==> config.mk <==
export PLATFORM = sky130hd
export DESIGN_NAME = multiplier
export DESIGN_NICKNAME = d
export VERILOG_FILES = /design/src/rtl/multiplier.sv
export SDC_FILE = /design/constraint.sdc
export NUM_CORES = 1
export LEC_CHECK = 0
export ABC_CLOCK_PERIOD_IN_PS = 2600
export CAP_MARGIN = 20
export CORE_MARGIN = 2
export CORE_UTILIZATION = 30
export CTS_BUF_LIST = sky130_fd_sc_hd__clkbuf_16
export DETAILED_ROUTE_END_ITERATION = 10
export GPL_TIMING_DRIVEN = 1
export MAX_ROUTING_LAYER = met4
export PLACE_DENSITY = 0.59
export SLEW_MARGIN = 5
export SYNTH_ARGS = -nofsm -noshare
export SYNTH_HDL_FRONTEND = slang
export SYNTH_SLANG_ARGS = --single-unit
export TNS_END_PERCENT = 1
==> constraint.sdc <==
create_clock -name i_clock -period 2.6 [get_ports i_clock]
set_clock_uncertainty 0.05 [all_clocks]
set_input_delay 0.52 -clock i_clock [delete_from_list [all_inputs] [get_ports i_clock]]
set_output_delay 0.52 -clock i_clock [all_outputs]
set_load 0.05 [all_outputs]
==> src/rtl/multiplier.sv <==
// Sequential unsigned shift-and-add multiplier.
// Retires one multiplier bit per clock, so an N x N multiply takes N cycles.
// o_product holds the last completed result until the next completion or reset.
module multiplier #(
    parameter int unsigned N = 4
) (
    input  logic           i_clock,
    input  logic           i_reset,
    input  logic           i_start,
    output logic           o_finished,
    input  logic [N-1:0]   i_multiplicand,
    input  logic [N-1:0]   i_multiplier,
    output logic [2*N-1:0] o_product
);

    // Counter must be able to hold the value N itself.
    localparam int unsigned CW = $clog2(N + 1);

    localparam logic [1:0] StIdle = 2'd0;
    localparam logic [1:0] StRun  = 2'd1;
    localparam logic [1:0] StDone = 2'd2;

    logic [1:0]     state_q;
    logic [2*N-1:0] mcand_q;
    logic [N-1:0]   mplier_q;
    logic [2*N-1:0] acc_q;
    logic [2*N-1:0] acc_d;
    logic [CW-1:0]  cnt_q;
    logic [2*N-1:0] product_q;

    // Partial-product accumulation for the current multiplier bit.
    always_comb begin
        acc_d = acc_q;
        if (mplier_q[0]) begin
            acc_d = acc_q + mcand_q;
        end
    end

    // Control FSM and datapath registers.
    always_ff @(posedge i_clock) begin
        if (i_reset) begin
            state_q   <= StIdle;
            mcand_q   <= '0;
            mplier_q  <= '0;
            acc_q     <= '0;
            cnt_q     <= '0;
            product_q <= '0;
        end else begin
            case (state_q)
                StIdle, StDone: begin
                    if (i_start) begin
                        mcand_q  <= {{N{1'b0}}, i_multiplicand};
                        mplier_q <= i_multiplier;
                        acc_q    <= '0;
                        cnt_q    <= CW'(N);
                        state_q  <= StRun;
                    end
                end
                StRun: begin
                    acc_q    <= acc_d;
                    mcand_q  <= mcand_q << 1;
                    mplier_q <= mplier_q >> 1;
                    cnt_q    <= cnt_q - CW'(1);
                    // Last bit: publish the sum including this cycle's partial product.
                    if (cnt_q == CW'(1)) begin
                        product_q <= acc_d;
                        state_q   <= StDone;
                    end
                end
                default: begin
                    state_q <= StIdle;
                end
            endcase
        end
    end

    // Outputs come straight from registers.
    always_comb begin
        o_finished = (state_q == StDone);
        o_product  = product_q;
    end

endmodule

# == Yosys cells after proc, flatten, opt, wreduce, memory -nomap -nowiden ==
# Cells that the tools add are included.
# op_classes
add_sub_neg,2
n_eq_ne,5
n_mux,12
reduce_logical,6
# ops
op,n
$pmux W8 S2,2
$mux W8,3
$add A8 B8 Y8,1
$pmux W4 S2,1
$pmux W3 S2,1
$reduce_and A2 Y1,3
$mux W2,2
$mux W4,1
$ne A2 B2 Y1 const B,2
$pmux W2 S2,1
$eq A3 B1 Y1 const B,1
$mux W3,1
$sub A3 B1 Y3 const B,1
$eq A2 B1 Y1 const B,1
$eq A2 B2 Y1 const B,1
$logic_not A2 Y1,1
$reduce_bool A2 Y1,1
$reduce_or A2 Y1,1
# word_totals
regBits,33
input_bits,11
out_inout_bits,9
wordCells,31

# == Longest topological paths before layout ==
# logic_depth
ltp_word,4
mapped_depth,7
ltp_nobuf,7

# == Worst setup path before layout ==
# Ideal clock, no wire load.
# synth_path
path_type,flip-flop to flip-flop
start,register mcand_q[0]
end,"register product_q[6], in the netlist o_product[6]"
setup_time_ns,0.091
arrival_time_ns,1.711
required_ns,2.459
setup_slack_ns,0.748
stages_incl_launch_ff,8
path_buffers,0
synth_period_minus_slack_ns,1.852
path_cell_list,dfxtp_1 ha_1 fa_1 a211oi_1 nor2_1 nor3_1 a41oi_1 a311oi_1
# synth_between
elab_chain_cells,2
# synth_lines
item,line_no,source
from (decl),24,logic [2*N-1:0] mcand_q;
from (signal assigned),52,"mcand_q <= {{N{1'b0}}, i_multiplicand};"
from (signal assigned),61,mcand_q <= mcand_q << 1;
$add A8 B8 Y8,35,acc_d = acc_q + mcand_q;
$mux W8,34,if (mplier_q[0]) begin
to (signal assigned),47,product_q <= '0;
to (signal assigned),66,product_q <= acc_d;
to (decl),29,logic [2*N-1:0] product_q;
# Every way passes these cells.
# A chain may end at the register's enable or synchronous reset.

# == Final worst setup path ==
# layout_path
start,register state_q[1]
end,output o_finished
# layout_between
elab_chain_cells,1
# layout_lines
item,line_no,source
from (decl),23,logic [1:0] state_q;
from (signal assigned),42,state_q <= StIdle;
from (signal assigned),56,state_q <= StRun;
from (signal assigned),67,state_q <= StDone;
$eq A2 B2 Y1,79,o_finished = (state_q == StDone);
to (decl),10,"output logic o_finished,"
# Every way passes these cells.

==> reports/metrics.cfg <==
[pwr]
power.share.switching_pct=23.7
power_w=0.00135
p_sw_w=0.000321
power_density_nw_per_um2=648
ir_drop_mv=0.284
combPwrFrac_pct=10.6
p_seq_share_pct=40.2
p_int_w=0.00103
p_leak_nw=0.769
clockPowerShare_pct=49.2

[setup_path]
end_kind=output port
critPathMaxFanout=3
critPathKind=flip-flop to output port
cp.required_ps=2030
crit_arrival_ps=1590
crit_path_start_kind=flip-flop

[routing]
wl_per_cell_um=12.6
drt_pass1_iterations=4
wl_um=3590
ant_nets=0
vias=1402
vias_per_cell=4.92
drtIter0Drc=73
drc=0

[floorplan]
ios=20
placementRows=27
start_util_pct=30.8
fp.dieH_um=78.8
die_x_um=78.8
dieArea_um2=6210
coreArea_um2=5440

[clock_network]
cts_setup_buffers=0
htreeDepth=2
clockBufferDepth=2
clk_pin_slew_ps=50
clock-sinks=33
cts_tree=done
ctsResizeCount=0
clockRootBuffer=clkbuf_16
cts_buffers=5
ctsHoldBuffers=0
clkLatencyLatePin_ps=280

[grt]
grt_use_total_pct=13.3
antenna_found_initial=0
grt_pass1_wl_um=6190
grt_pass1_vias=1318
grt_max_degree=20
grt_overflow=0

[sta]
fin_crit_sh_pct=83.2
fin_hold_ws_ps=404
fin_setup_tns_ps=0
fmax_ghz=0.462
drv_slew=0
finalHoldViolCount=0
finalCriticalPeriod_ps=2160
worstMarginPinSlew_ps=694
relSlewSlack_pct=53.6
setup_violations=0
rsz0062_at_grt=false

[layout]
areaGrowthSynthToFinish_pct=24.6
fin_nets=233
nFillCells=578
layout-drive-gt1-share_pct=7.98
multiInputGateArea_um2=938
diodes=0
layout.area.seq_um2=661

[yosys]
yosys_warnings=0
ys_types=36
syn_avg_cell_area_um2=8.60
syn_inst=195
ys_ff_latch=33
yosysTopAreaCellShare_pct=39.4
synth_area_um2=1680
synth_seq_area_share_pct=39.4
synth_top_cell_by_area=dfxtp_1
synth_top_cells_by_area=dfxtp_1 (39%), ha_1 (6.7%), a21oi_1 (6.6%)
syn-num-nets=216

[placed_design]
hpwl_um=2410
place_congestion=0.789
io_buffers=19

[outcome]
status=completed

[run]
cap_violations=0

[min_path]
hold_path_class=flip-flop to flip-flop

-- metrics by stage --
step | cells | utilization (%) | setup slack (ps) | cell area, µm²
4_1_cts | 285 | 38.4 | 416 | 2090
3_5_place_dp | 277 | 35.4 | 539 | 1920
5_1_grt | 285 | 38.4 | 357 | 2090
2_1_floorplan | 195 | - | 748 | 1680
3_3_place_gp | 277 | 35.4 | 548 | 1920
6_report | 285 | 38.4 | 438 | 2090
-- placed cells by master (no fill, tap or decap), drive strengths merged, types with 2 or more instances in the layout --
master	n
dfxtp	33
nor2	26
a21oi	22
clkdlybuf4s50	19
nand2	16
a22oi	13
ha	9
nand3	8
a211oi	8
mux2i	7
nand2b	5
clkbuf	5
inv	4
xor2	4
buf	4
nor2b	3
nor3	3
o21ai	3
nand4b	2
o22ai	2
nor3b	2
or2	2
o31ai	2
-- cells by family (layout without fill, tap and decap cells) --
family          Yosys count  in the layout  synth area share (%)
simple gates             69             69                  19.6
compound gates           54             54                  21.6
flops                    33             33                  39.4
buf+inv                  17             35                  4.70
fa+ha+maj                10             10                  7.90
mux                       7              7                  4.18
xor+xnor                  5              5                  2.61
-- per-layer routing --
layer	part of all wire (%)	track usage, %	wire length (µm)
met1	50	17.0	1800
met5	0	-	0
met4	1.7	6.32	62
met2	44	19.8	1570
met3	4.4	3.07	159
-- final timing paths --
| path | end | slack (ps) | start | cells past startpoint |
|---|---|---|---|---|
| worst min register to register | mplier_q[2] | 400 | mplier_q[2] | 2 |
| worst min-delay path | mplier_q[2] | 400 | mplier_q[2] | 2 |
| worst max-delay path | o_finished | 440 | state_q[1] | 2 |
| worst max register to register | o_product[6] | 520 | mcand_q[0] | 7 |
-- flip-flops by register name, indices dropped and copies added (netlist names) --
| name | cells |
|---|---|
| o_product | 8 |
| state_q | 2 |
| acc_q | 8 |
| cnt_q | 3 |
| mcand_q | 8 |
| mplier_q | 4 |
-- cells in the mapped netlist --
library cell,instances
clkbuf_1,6
nand2b_1,5
a21o_1,1
a211oi_2,1
nor2_2,2
nand3_1,8
fa_1,1
xor2_1,4
o21ai_0,3
a311oi_1,1
xnor2_1,1
mux2i_1,7
buf_2,6
or2_2,1
nor3b_1,2
a211oi_1,7
or2_1,1
o31ai_4,1
nor3_1,3
a41oi_1,1
nand2_2,1
o31ai_1,1
a21oi_1,22
o22ai_1,2
and2_1,1
ha_1,9
dfxtp_1,33
a22oi_1,13
nand3b_1,1
nand2_1,15
inv_1,4
a32oi_1,1
nor2b_1,3
buf_6,1
nand4b_1,2
nor2_1,24
-- worst max-delay path, cell delays in order, from the launching register on --
cell and delay, ps:
dfxtp_1 330, nor2b_1 170, clkdlybuf4s50_1 820
-- power groups by stage --
stage	clock [W]	sequential [W]	combinational, W
2_1_floorplan	0	0.000558	0.0000951
3_3_place_gp	0	0.000554	0.000144
3_5_place_dp	0	0.000554	0.000145
4_1_cts	0.000686	0.000544	0.000145
5_1_grt	0.000701	0.000547	0.000161
6_report	0.000666	0.000544	0.000144
-- area by class of cell --
cell class	instances	area share, %
tap	72	4.31
multi-input combinational	145	44.9
timing repair buffer	23	10.5
clock buffer	5	5.98
inverter	4	0.718
clock inverter	3	1.97
sequential	33	31.6
Power figures use the tool's default switching activity.
